File: src/rtl/uart_cmd_ctrl.sv
// uart_cmd_ctrl -- command controller behind the UART receiver (clock25 domain).
//
// Parses fixed 5-byte frames  SYNC_BYTE, CMD, ADDR, DATA, CHK  (CHK = CMD^ADDR^DATA).
// CMD 8'h57 writes DATA to register ADDR; CMD 8'h52 reads register ADDR.
// Every frame is answered with one byte: ACK_BYTE for a write, the register
// value for a read, NAK_BYTE for a bad checksum or unknown command.
//
// Optional feature (macro UART_CMD_TIMEOUT_EN): an inter-byte timeout of
// TIMEOUT_CYCLES clocks while a frame is being received drops the frame,
// returns to SYNC and counts an error. Without the macro the parser waits
// indefinitely for the next byte.
//
// Ports:
//   clock25    in   25 MHz clock, rising edge
//   reset_n    in   asynchronous active-low reset
//   ready      in   one-cycle strobe, rbyte valid
//   rbyte      in   [7:0] received byte
//   reg_we     out  one-cycle register write strobe
//   reg_addr   out  [7:0] register address (registered)
//   reg_wdata  out  [7:0] register write data (registered)
//   reg_rdata  in   [7:0] combinational readback of reg_addr
//   tx_send    out  one-cycle transmit request
//   tx_byte    out  [7:0] response byte, held until the transmitter is done
//   tx_busy    in   transmitter busy, rises the cycle after tx_send
//   err_cnt    out  [7:0] saturating error counter
module uart_cmd_ctrl #(
  parameter logic [7:0] SYNC_BYTE      = 8'hA5,
  parameter logic [7:0] ACK_BYTE       = 8'h06,
  parameter logic [7:0] NAK_BYTE       = 8'h15,
  parameter int         TIMEOUT_CYCLES = 25000
) (
  input  logic       clock25,
  input  logic       reset_n,
  input  logic       ready,
  input  logic [7:0] rbyte,
  output logic       reg_we,
  output logic [7:0] reg_addr,
  output logic [7:0] reg_wdata,
  input  logic [7:0] reg_rdata,
  output logic       tx_send,
  output logic [7:0] tx_byte,
  input  logic       tx_busy,
  output logic [7:0] err_cnt
);

  localparam logic [7:0] CMD_WRITE = 8'h57;
  localparam logic [7:0] CMD_READ  = 8'h52;

  // ST_TX_SKIP is the cycle right after tx_send, where tx_busy has not risen yet.
  typedef enum logic [3:0] {
    ST_SYNC, ST_CMD, ST_ADDR, ST_DATA, ST_CHK, ST_EXEC, ST_RESP, ST_TX_SKIP, ST_WAIT_TX
  } state_t;

  state_t     r_state;
  state_t     w_next;
  logic [7:0] r_cmd;
  logic [7:0] r_xor;
  logic       r_chk_ok;
  logic       w_exec_ok;
  logic       w_is_write;
  logic       w_drop;
  logic       w_err_inc;
  logic       w_timeout;

  assign w_is_write = (r_cmd == CMD_WRITE);
  assign w_exec_ok  = r_chk_ok && (w_is_write || (r_cmd == CMD_READ));

`ifdef UART_CMD_TIMEOUT_EN
  localparam int TO_W = $clog2(TIMEOUT_CYCLES + 1);

  logic [TO_W-1:0] r_to_cnt;
  logic            w_parse;

  assign w_parse   = (r_state == ST_CMD) || (r_state == ST_ADDR) ||
                     (r_state == ST_DATA) || (r_state == ST_CHK);
  // Fires on the TIMEOUT_CYCLES-th consecutive idle cycle inside a frame.
  assign w_timeout = w_parse && !ready && (r_to_cnt == TO_W'(TIMEOUT_CYCLES - 1));

  always_ff @(posedge clock25 or negedge reset_n) begin
    if (!reset_n) begin
      r_to_cnt <= '0;
    end else if (!w_parse || ready || w_timeout) begin
      r_to_cnt <= '0;
    end else begin
      r_to_cnt <= r_to_cnt + 1'b1;
    end
  end
`else
  logic w_unused_timeout;
  assign w_timeout        = 1'b0;
  assign w_unused_timeout = ^TIMEOUT_CYCLES;
`endif

  // State register
  always_ff @(posedge clock25 or negedge reset_n) begin
    if (!reset_n) begin
      r_state <= ST_SYNC;
    end else begin
      r_state <= w_next;
    end
  end

  // Next-state logic; a mid-frame SYNC_BYTE is ordinary payload.
  always_comb begin
    w_next = r_state;
    case (r_state)
      ST_SYNC:    if (ready && (rbyte == SYNC_BYTE)) w_next = ST_CMD;
      ST_CMD:     if (ready) w_next = ST_ADDR;
      ST_ADDR:    if (ready) w_next = ST_DATA;
      ST_DATA:    if (ready) w_next = ST_CHK;
      ST_CHK:     if (ready) w_next = ST_EXEC;
      ST_EXEC:    w_next = ST_RESP;
      ST_RESP:    if (!tx_busy) w_next = ST_TX_SKIP;
      ST_TX_SKIP: w_next = ST_WAIT_TX;
      ST_WAIT_TX: if (!tx_busy) w_next = ST_SYNC;
      default:    w_next = ST_SYNC;
    endcase
    if (w_timeout) w_next = ST_SYNC;
  end

  // Output logic
  always_comb begin
    reg_we    = 1'b0;
    tx_send   = 1'b0;
    w_drop    = 1'b0;
    w_err_inc = 1'b0;
    case (r_state)
      ST_EXEC:    begin
                    reg_we = w_exec_ok && w_is_write;
                    w_drop = ready;
                  end
      ST_RESP:    begin
                    tx_send = !tx_busy;
                    w_drop  = ready;
                  end
      ST_TX_SKIP,
      ST_WAIT_TX: w_drop = ready;
      default:    ;
    endcase
    // Several error sources in one cycle still add only one.
    w_err_inc = w_drop || w_timeout || ((r_state == ST_EXEC) && !w_exec_ok);
  end

  // Registered outputs
  always_ff @(posedge clock25 or negedge reset_n) begin
    if (!reset_n) begin
      reg_addr  <= '0;
      reg_wdata <= '0;
      tx_byte   <= '0;
      err_cnt   <= '0;
    end else begin
      if ((r_state == ST_ADDR) && ready) reg_addr  <= rbyte;
      if ((r_state == ST_DATA) && ready) reg_wdata <= rbyte;
      if (r_state == ST_EXEC) begin
        if (!w_exec_ok)     tx_byte <= NAK_BYTE;
        else if (w_is_write) tx_byte <= ACK_BYTE;
        else                tx_byte <= reg_rdata;
      end
      if (w_err_inc && (err_cnt != 8'hFF)) err_cnt <= err_cnt + 8'd1;
    end
  end

  // Frame parsing scratch registers; only meaningful once a frame is underway.
  always_ff @(posedge clock25) begin
    if ((r_state == ST_CMD) && ready) begin
      r_cmd <= rbyte;
      r_xor <= rbyte;
    end
    if (((r_state == ST_ADDR) || (r_state == ST_DATA)) && ready) r_xor <= r_xor ^ rbyte;
    if ((r_state == ST_CHK) && ready) r_chk_ok <= (rbyte == r_xor);
  end

endmodule

File: config.mk
export PLATFORM = sky130hd
export DESIGN_NAME = uart_cmd_ctrl
export DESIGN_NICKNAME = d
export VERILOG_FILES = /design/src/rtl/uart_cmd_ctrl.sv
export SDC_FILE = /design/constraint.sdc
export NUM_CORES = 1
export LEC_CHECK = 0
export BUFFER_PORTS_ARGS = -buffer_cell sky130_fd_sc_hd__buf_2
export CELL_PAD_IN_SITES_DETAIL_PLACEMENT = 1
export CELL_PAD_IN_SITES_GLOBAL_PLACEMENT = 1
export CORE_MARGIN = 4
export CORE_UTILIZATION = 46
export CTS_CLUSTER_SIZE = 14
export DETAILED_ROUTE_END_ITERATION = 10
export GPL_ROUTABILITY_DRIVEN = 0
export PLACE_DENSITY_LB_ADDON = 0.05
export SYNTH_ARGS = -nofsm -noshare
export SYNTH_HDL_FRONTEND = slang
export SYNTH_SLANG_ARGS = --single-unit
File: constraint.sdc
create_clock -name clock25 -period 4.35 [get_ports clock25]
set_clock_uncertainty 0.05 [all_clocks]
set_input_delay 0.6525 -clock clock25 [delete_from_list [all_inputs] [get_ports clock25]]
set_output_delay 0.6525 -clock clock25 [all_outputs]
set_load 0.02 [all_outputs]
[After elaboration in Yosys (flattened, before gate mapping)]
Index checks and enable logic that the tools add are counted.
Storage, ports and cells
  register bits: 53
  word-level logic and storage cells: 64
  output and inout port bits: 34
  bits of input ports: 20
Operators by class
  mux-type cells: 15
  eq/ne operators: 20
  bitwise gates (word level): 1
  reductions and logical operators: 19
  add/subtract/negate cells: 1
Operators by type and width (count)
  $pmux W4 S9: 1
  $mux W8: 4
  $mux W4: 7
  $eq A4 B3 Y1 const B: 4
  $eq A8 B7 Y1 const B: 2
  $ne A2 B2 Y1 const B: 7
  $logic_and A1 B1 Y1: 10
  $add A8 B1 Y8 const B: 1
  $eq A4 B2 Y1 const B: 2
  $eq A8 B8 Y1: 1
  $eq A8 B8 Y1 const B: 1
  $ne A8 B8 Y1 const B: 1
  $xor A8 B8 Y8: 1
  $reduce_and A7 Y1: 1
  $eq A4 B1 Y1 const B: 1
  $eq A4 B4 Y1 const B: 1
  $logic_not A4 Y1: 1
  $reduce_or A4 Y1: 1
  $logic_or A1 B1 Y1: 3
  $mux W1: 3
  $logic_not A1 Y1: 2
  $reduce_bool A2 Y1: 1

[Logic depth before layout (Yosys ltp)]
Gate-level depths: netlist of run 1.
  depth in word-level cells: 7
  gate-level depth with buffers: 7
  gate-level depth less buffers: 5

[Least setup slack after synthesis of run 1]
Ideal clock, no wire load.
  path type: flip-flop to output port
  start point: register r_state[2]
  end point: output port tx_send
  stages on the path, launching flop included: 5
  path buffers: 1
  arrival time: 1.222 ns
  setup slack: 2.426 ns
  cell sequence: dfrtp_1 > buf_2 > nor2b_1 > nand2_1 > nor3_1
On the way
  cells in the longest elaborated chain, start to end: 2
Ends and longest elaborated chain
  from (decl): RTL line 54  | state_t r_state;
  from (signal assigned): RTL line 99  | r_state <= w_next;
  $eq A4 B3 Y1: RTL line 127  | case (r_state)
  $mux W1: RTL line 127
  to (decl): RTL line 40  | output logic tx_send,
Every way passes these cells.

[Worst setup path in the final report of run 1]
  start point: register r_state[0]
  end point: output port reg_we
On the way
  cells in the longest elaborated chain, start to end: 2
Ends and longest elaborated chain
  $eq A4 B3 Y1: RTL line 127
  $mux W1: RTL line 127
  to (decl): RTL line 36  | output logic reg_we,
Every way passes these cells.

==> results_dict.tcl, run 1 <==
set metrics [dict create \
    slew_viol_final 0 \
    num_vias 1685 \
    dieArea_um2 6580 \
    core_area_um2 5140 \
    cp_max_fo 16 \
    slowest_delay_ns 0.72 \
    synthCells 200 \
    finalSetupTns_ns 0 \
    synth_edf_count 17 \
    vdd_drop_max_uv 311 \
    required_ns 3.65 \
    finalSetupViolations 0 \
    synth_top_area_frac 0.366 \
    cp-end-kind "output pin" \
    numClockSinks 53 \
    grt_pass1_wl_mm 9.00 \
    cts_setup_buffers 0 \
    ctsResizeCount 0 \
    finalPower_mw 1.81 \
    drive_above_1_share 0.344 \
    syn_nets 221 \
    grt_pass1_vias 1749 \
    drtIter0Drc 52 \
    clk_latency_ns 0.30 \
    grt.overflow.total 0 \
    crit_type "reg -> out" \
    drc 0 \
    crit_path_start_kind "flip-flop" \
    nets 276 \
    period_minus_slack_ns 2.55 \
    crit_arrival_ns 1.85 \
    async_flop_share 0.679 \
    cellLeakagePower_nw 1.25 \
    drt-total-wl_mm 5.52 \
    clkSlewWorstSetupHoldPaths_ns 0.09 \
    tightest_slew_ns 0.819 \
    ctsRootBufferMaster "clkbuf_8" \
    power_density_nw_per_um2 626 \
    grt_max_degree 37 \
    slew-limit-headroom 0.454 \
    firstDrtPassIters 4 \
    crit_slowest_cell "dfrtp_1" \
    die_y_um 81.1 \
    syn_to_final_growth_pct 17.4 \
    ys.flop_type "dfrtp_1" \
    wl_per_cell_um 16.9 \
    syn_avg_cell_area_um2 12.3 \
    cap_violations 0 \
    antenna_found_initial 0 \
    ios 54 \
    portBuffers 53 \
    ys_ff_latch 53 \
    hold_viol 0 \
    maxClockFrequency_ghz 0.392 \
    path_buf_inv 1 \
    seq_area_frac_synth 0.573 \
    min_period_over_period 0.586 \
    die_w_um 81.1 \
    grt_use_total 0.180 \
    diodes 0 \
    cts.path.max_buffers 2 \
    status "complete, no violations" \
    htreeDepth 2 \
    antenna_left 0 \
    rsz0062_at_grt "false" \
    initial_core_util 0.479 \
    crit_chain "nand2b_1 > nor2_2 > and3_1 > buf_2" \
    holdCritPathClass "in -> async" \
    cts_tree "done" \
    via_per_inst 5.17 \
    critPathTopFamily "flip-flops" \
    core.rowCount 26 \
    synthTopCellsByArea "dfrtp_1, edfxtp_1, mux2_2" \
    yosys-top-cells-count "dfrtp_1, nand2_1, edfxtp_1, mux2_2, xnor2_1" \
    yosysTopAreaCell "dfrtp_1" \
    yosysMostFrequentCell "dfrtp_1" \
    cts-buffers-inserted 5 \
    synth_warnings 0 \
    holdBufCountCts 0 \
    syn-cell-area_um2 2460 \
    ys_types 41 \
    place_hpwl_mm 4.05 \
]
## sequential cells by signal, indices dropped and copies added, names as in the netlist
name	flops
err_cnt	8
reg_wdata	8
reg_addr	8
r_state	4
r_chk_ok	1
r_cmd	8
r_xor	8
tx_byte	8
## worst paths after layout
check,slack (ns),from,depth (start not counted),endpoint
max,1.80,r_state[0]$_DFFE_PN0P_,4,reg_we
min,0.39,reset_n,1,r_state[0]$_DFFE_PN0P_
max reg2reg,2.20,r_state[0]$_DFFE_PN0P_,5,err_cnt[1]$_DFFE_PN0P_
min reg2reg,0.42,tx_byte[1]$_DFFE_PN0N_,2,tx_byte[1]$_DFFE_PN0N_
max in group asynchronous,3.34,reset_n,1,reg_wdata[4]$_DFFE_PN0P_
min in group clock25,0.42,tx_byte[1]$_DFFE_PN0N_,2,tx_byte[1]$_DFFE_PN0N_
## kinds of logic after synthesis
group	share of synthesized area
simple gates	0.172
compound gates	0.0712
xor+xnor	0.0818
fa+ha+maj	0.00508
buf+inv	0.0183
flops	0.573
mux	0.0778
## metal layers
| layer | part of all wire | up-vias | GRT usage |
|---|---|---|---|
| met2 | 0.49 | 38 | 0.291 |
| met3 | 0.041 | 4 | 0.0366 |
| li1 | - | 815 | - |
| met1 | 0.47 | 828 | 0.255 |
| met4 | 0.0052 | 0 | 0.0304 |
| met5 | 0 | - | 0 |
## layout make-up
class | instances | area [um2]
well taps | 70 | 87.6
clock inverters | 2 | 33.8
clock buffers | 6 | 72.6
multi-input cells | 138 | 1000
inverters | 4 | 15.0
flip-flops and latches | 53 | 1410
repair buffers | 53 | 265
fillers | 581 | 2250
## power breakdown
group          internal, mW  leakage [nW]  switching, mW
clock network         0.170        0.0528          0.158
registers             0.682         0.601          0.139
logic                 0.268         0.598          0.393
total                  1.12          1.25          0.690
## cell usage in the layout (no fill, tap or decap), types with 6 or more instances in the layout
master / instances
edfxtp_1: 17
o21ai_0: 8
nor2_1: 13
mux2_2: 17
xor2_1: 6
buf_2: 53
xnor2_1: 17
dfrtp_1: 36
a21oi_1: 7
nand2_1: 19
## through the flow
step	setup WS [ns]	util	cell area [um2]	hold WS (ns)	std cells
finish	1.80	0.562	2890	0.387	326
global route	1.62	0.562	2890	0.442	326
CTS	1.75	0.562	2890	0.421	326
detailed placement	2.10	0.542	2780	0.405	318
global placement	2.11	0.542	2780	0.398	318
floorplan	2.43	-	2460	0.307	200
## worst register-to-register path, cell delays in order, from the launching register on
cell and delay, ns:
dfrtp_1 0.60, or4b_4 0.61, o21ai_2 0.09, a22oi_4 0.13
nor2_1 0.20, mux2_2 0.35
(Power assumes the default switching activity.)
==> run 2, diff against run 1 <==
--- a/config.mk
+++ b/config.mk
@@ -9,7 +9,7 @@
 export CELL_PAD_IN_SITES_DETAIL_PLACEMENT = 1
 export CELL_PAD_IN_SITES_GLOBAL_PLACEMENT = 1
 export CORE_MARGIN = 4
-export CORE_UTILIZATION = 46
+export CORE_UTILIZATION = 38
 export CTS_CLUSTER_SIZE = 14
 export DETAILED_ROUTE_END_ITERATION = 10
 export GPL_ROUTABILITY_DRIVEN = 0
==> constraint.sdc (replaced) <==
create_clock -name clock25 -period 2 [get_ports clock25]
set_clock_uncertainty 0.05 [all_clocks]
set_input_delay 0.3 -clock clock25 [delete_from_list [all_inputs] [get_ports clock25]]
set_output_delay 0.3 -clock clock25 [all_outputs]
set_load 0.02 [all_outputs]
==> run 2 against run 1 <==
Against the previous run:
- worst setup slack worse by 1.7 ns
- critical endpoint is now err_cnt[1]$_DFFE_PN0P_
- first-iteration DRC count is 9.6% higher
- worst hold slack worse by 0.22 ns
- register-to-register slack worse by 2.1 ns
- die area is 19% higher
- clock power is 110% higher
- core utilization is 8.3 points lower
- flip-flop and latch count stayed put
- combinational power grew to 2.5 times the previous value
- power is 120% higher
==> results_dict.tcl, run 2 (synthesis results as in run 1) <==
set metrics [dict create \
    drive_above_1_share 0.385 \
    final_util 0.479 \
    cts.path.max_buffers 2 \
    numClockSinks 53 \
    place_hpwl_mm 4.06 \
    dr_wl_met2_mm 2.48 \
    rsz0062_at_grt "false" \
    core.rowCount 29 \
    drc 0 \
    slowest_delay_ns 0.52 \
    die_w_um 88.5 \
    m1WireLength_mm 2.62 \
    dieArea_um2 7830 \
    num_vias 1747 \
    grt_pass1_wl_mm 9.05 \
    cts_tree "done" \
    period_minus_slack_ns 1.91 \
    ios 54 \
    hold_viol 0 \
    clkSlewWorstSetupHoldPaths_ns 0.10 \
    finalNonFillerCells 347 \
    drt-total-wl_mm 5.45 \
    grt.overflow.total 0 \
    cp_max_fo 8 \
    path_buf_inv 1 \
    final_cell_area_um2 3020 \
    syn_to_final_growth_pct 22.9 \
    cts-buffers-inserted 5 \
    portBuffers 53 \
    crit_path_start_kind "flip-flop" \
    crit_chain "buf_4 > or4b_4 > o21ai_2 > a22oi_4 > nor2_2 > mux2_2" \
    route.met3.wl_um 295 \
    dp_cells 336 \
    vdd_drop_max_uv 618 \
    grt_max_degree 37 \
    ctsRootBufferMaster "clkbuf_8" \
    grt_pass1_vias 1773 \
    clk_latency_ns 0.30 \
    finalSetupTns_ns 0 \
    initial_core_util 0.390 \
    holdCritPathClass "in -> reg" \
    required_ns 2.15 \
    diodes 0 \
    grt_use_total 0.150 \
    cap_violations 0 \
    top_layer_used "met4" \
    layout_commonest_cell "buf_2" \
    tightest_slew_ns 0.533 \
    power_density_nw_per_um2 1330 \
    final_cell_mix "buf_2, dfrtp_1, nand2_1" \
    critPathTopFamily "simple AND/OR/NAND/NOR gates" \
    min_period_over_period 0.954 \
    crit_slowest_cell "or4b_4" \
    cellLeakagePower_nw 1.33 \
    core_area_um2 6310 \
    htreeDepth 2 \
    crit_arrival_ns 2.06 \
    cp-end-kind "flip-flop" \
    antenna_found_initial 0 \
    status "complete, no violations" \
    drtIter0Drc 57 \
    maxClockFrequency_ghz 0.524 \
    slew_viol_final 0 \
    via_per_inst 5.03 \
    die_y_um 88.5 \
    antenna_left 0 \
    placed_cell_area_um2 2880 \
    nets 290 \
    firstDrtPassIters 4 \
    wl_per_cell_um 15.7 \
    crit_type "reg -> reg" \
    finalSetupViolations 0 \
    slew-limit-headroom 0.644 \
]
==> run 2: path summary, 6_finish.rpt <==
kind / start / to / slack (ns) / cells after the start
worst max-delay path: r_state[1]$_DFFE_PN0P_ / err_cnt[1]$_DFFE_PN0P_ / 0.09 / 6
worst min register to register: tx_byte[1]$_DFFE_PN0N_ / tx_byte[1]$_DFFE_PN0N_ / 0.43 / 2
max in group asynchronous: reset_n / reg_addr[3]$_DFFE_PN0P_ / 1.04 / 3
worst max register to register: r_state[1]$_DFFE_PN0P_ / err_cnt[1]$_DFFE_PN0P_ / 0.09 / 6
min in group asynchronous: reset_n / tx_byte[7]$_DFFE_PN0N_ / 0.52 / 3
worst min-delay path: reg_rdata[7] / tx_byte[7]$_DFFE_PN0N_ / 0.17 / 2
==> run 2: repair_timing <==
action                                  in CTS  in global routing
setup buffers                                1                  1
gates resized for setup                      0                  4
endpoints found under the hold margin        1                  0
endpoints found under the setup margin       1                  1
pin swaps                                    1                  1
hold buffers                                 1                  0
==> run 2: report_power, final <==
| group | leakage [nW] | switching, mW | internal (mW) |
|---|---|---|---|
| logic | 0.673 | 0.968 | 0.692 |
| clock network | 0.0536 | 0.355 | 0.326 |
| registers | 0.601 | 0.208 | 1.48 |
==> run 2: per-stage QoR <==
| stage | hold WS [ns] | setup slack (ns) | total power [mW] |
|---|---|---|---|
| after floorplan | -0.0456 | 0.133 | 2.79 |
| after global placement | 0.329 | 0.187 | 3.31 |
| after detailed placement | 0.340 | 0.118 | 3.34 |
| after CTS | 0.154 | 0.0365 | 4.05 |
| after global routing | 0.143 | 0.00431 | 4.33 |
| final | 0.167 | 0.0926 | 4.03 |
==> run 2: area by class of cell <==
type,instances,area [um2]
multi-input combinational,138,1020
fill,696,3290
clock buffer,7,97.6
inverter,4,15.0
tap,77,96.3
clock inverter,1,8.76
timing repair buffer,67,375
sequential,53,1410
==> run 2: routing by layer <==
layer,vias up,GRT usage
met2,44,0.233
met1,848,0.212
met3,5,0.0354
met4,0,0.0371
met5,-,0
li1,850,-
==> run 3, diff against run 2 <==
--- a/config.mk
+++ b/config.mk
@@ -13,6 +13,7 @@
 export CTS_CLUSTER_SIZE = 14
 export DETAILED_ROUTE_END_ITERATION = 10
 export GPL_ROUTABILITY_DRIVEN = 0
+export MAX_ROUTING_LAYER = met4
 export PLACE_DENSITY_LB_ADDON = 0.05
 export SYNTH_ARGS = -nofsm -noshare
 export SYNTH_HDL_FRONTEND = slang
==> constraint.sdc (replaced) <==
create_clock -name clock25 -period 2 [get_ports clock25]
set_clock_uncertainty 0.05 [all_clocks]
set_input_delay 0.3 -clock clock25 [delete_from_list [all_inputs] [get_ports clock25]]
set_output_delay 0.3 -clock clock25 [all_outputs]
set_load 0.01 [all_outputs]
==> run 3 against run 2 <==
Against the previous run:
- cell area decreased by 1.5%
- clock power decreased by 15%
- first-iteration DRC count decreased by 21%
- die area unchanged
- sequential power about the same
- critical path depth unchanged
- via count decreased by 1.3%
- non-clock buffer count decreased by 2
- core utilization decreased by 0.71 points
- sequential share of layout area increased by 0.71 points
==> results_dict.tcl, run 3 (synthesis results as in run 1) <==
set metrics [dict create \
    status "complete, no violations" \
    htreeDepth 2 \
    die_y_um 88.5 \
    hold_viol 0 \
    holdPathStages 2 \
    crit_type "reg -> out" \
    dieArea_um2 7830 \
    holdCritPathClass "in -> reg" \
    vdd_drop_max_uv 581 \
    gr-usage-met2 0.237 \
    drc 0 \
    layout_commonest_cell "buf_2" \
    pwr-share-seq 0.451 \
    maxClockFrequency_ghz 0.526 \
    dp_cells 336 \
    required_ns 1.65 \
    finalPower_mw 3.72 \
    wl_per_cell_um 15.7 \
    p_sw_frac 0.355 \
    place_hpwl_mm 4.06 \
    cts-buffers-inserted 5 \
    clk_latency_ns 0.30 \
    r2r_cells 4 \
    fin_hold_ws_ns 0.171 \
    initial_core_util 0.390 \
    nets 288 \
    grt_max_degree 37 \
    worstReg2RegStart "r_state[3]$_DFFE_PN0P_" \
    rsz0062_at_grt "false" \
    finalSetupViolations 0 \
    worstReg2RegEnd "reg_addr[5]$_DFFE_PN0P_" \
    grt_pass1_wl_mm 8.76 \
    drive_above_1_share 0.375 \
    clkSlewWorstSetupHoldPaths_ns 0.09 \
    drt-total-wl_mm 5.40 \
    cp_max_fo 9 \
    diodes 0 \
    core.rowCount 29 \
    power_density_nw_per_um2 1250 \
    min_period_over_period 0.950 \
    p_int_mw 2.40 \
    min-delay-start "reg_rdata[3]" \
    portBuffers 53 \
    antenna_found_initial 0 \
    p_switching_mw 1.32 \
    ctsRootBufferMaster "clkbuf_8" \
    finalSetupTns_ns 0 \
    slew_viol_final 0 \
    cap_violations 0 \
    tightest_slew_ns 0.515 \
    antenna_left 0 \
    grt.overflow.total 0 \
    finalNonFillerCells 344 \
    grt.met3_usage 0.0307 \
    cellLeakagePower_nw 1.31 \
    numClockSinks 53 \
    cp-end-kind "output pin" \
    cts_setup_buffers 0 \
    grt_busiest_layer "met2" \
    cts_tree "done" \
    die_w_um 88.5 \
    grt_use_total 0.151 \
    met1_usage 0.203 \
    num_vias 1725 \
    period_minus_slack_ns 1.90 \
    p_comb_frac 0.392 \
    reg2reg_slack_ns 0.16 \
    firstDrtPassIters 3 \
    drtIter0Drc 45 \
    crit_path_start_kind "flip-flop" \
    final_cell_mix "buf_2, dfrtp_1, nand2_1" \
    ios 54 \
    hold-path-endpoint "tx_byte[3]$_DFFE_PN0N_" \
    syn_to_final_growth_pct 21.0 \
    grt_pass1_vias 1779 \
    crit_arrival_ns 1.55 \
    slew-limit-headroom 0.655 \
    cts.path.max_buffers 2 \
    via_per_inst 5.01 \
    pwr-share-clk 0.156 \
    core_area_um2 6310 \
]
-- run 3: changes by cell type in the layout (fill, tap and decap cells not counted) --
cell / before / now
buf_4: 14 / 11
buf_2: 52 / 53
clkbuf_16: 1 / 0
nor2_1: 12 / 13
nor2_2: 1 / 0
-- run 3: worst max path at each step --
stage	endpoint	from	slack, ns	cells past startpoint
final	reg_we	r_state[1]$_DFFE_PN0P_	0.1	6
after global routing	reg_we	r_state[1]$_DFFE_PN0P_	0.002	6
after CTS	reg_we	r_state[1]$_DFFE_PN0P_	0.0009	6
after detailed placement	err_cnt[1]$_DFFE_PN0P_	r_cmd[7]$_DFFE_PP_	0.12	5
after global placement	reg_addr[2]$_DFFE_PN0P_	r_state[3]$_DFFE_PN0P_	0.18	4
after floorplan	err_cnt[1]$_DFFE_PN0P_	r_state[1]$_DFFE_PN0P_	0.13	6
-- run 3: area by class of cell --
cell class,instances,area (um2)
fillers,710,3330
flip-flops and latches,53,1410
clock inverters,1,8.76
well taps,77,96.3
multi-input cells,138,1020
repair buffers,65,358
inverters,4,15.0
clock buffers,6,72.6
-- run 3: worst max-delay path, cell delays in order (launching register included) --
cell,delay [ns]
dfrtp_1,0.39
buf_4,0.17
nand2b_4,0.16
nor2_4,0.12
buf_4,0.14
and3_1,0.15
buf_2,0.12
-- run 3: metal layers --
| metal | part of all wire | up-vias |
|---|---|---|
| met2 | 0.46 | 45 |
| met1 | 0.48 | 835 |
| li1 | - | 840 |
| met4 | 0.010 | 0 |
| met5 | 0 | - |
| met3 | 0.049 | 5 |
-- run 3: repair_timing --
action | CTS | global route
hold buffers | 1 | 0
pin swaps | 1 | 1
gates resized for setup | 0 | 2
endpoints found under the hold margin | 29 | 0
endpoints found under the setup margin | 1 | 2
-- run 3: power by group through the flow --
stage               sequential, mW  clock (mW)  combinational [mW]
finish                        1.68       0.581                1.46
global placement              1.70           0                1.44
CTS                           1.69       0.606                1.47
global route                  1.73       0.648                1.63
detailed placement            1.71           0                1.46
floorplan                     1.79           0               0.824
-- run 3: stage by stage --
step                      area [um2]  utilization  setup slack [ns]
after global placement          2880        0.455             0.182
after floorplan                 2460            -             0.133
after detailed placement        2880        0.455             0.123
after global routing            2980        0.472           0.00242
after CTS                       2970        0.470          0.000853
final                           2980        0.472            0.0995
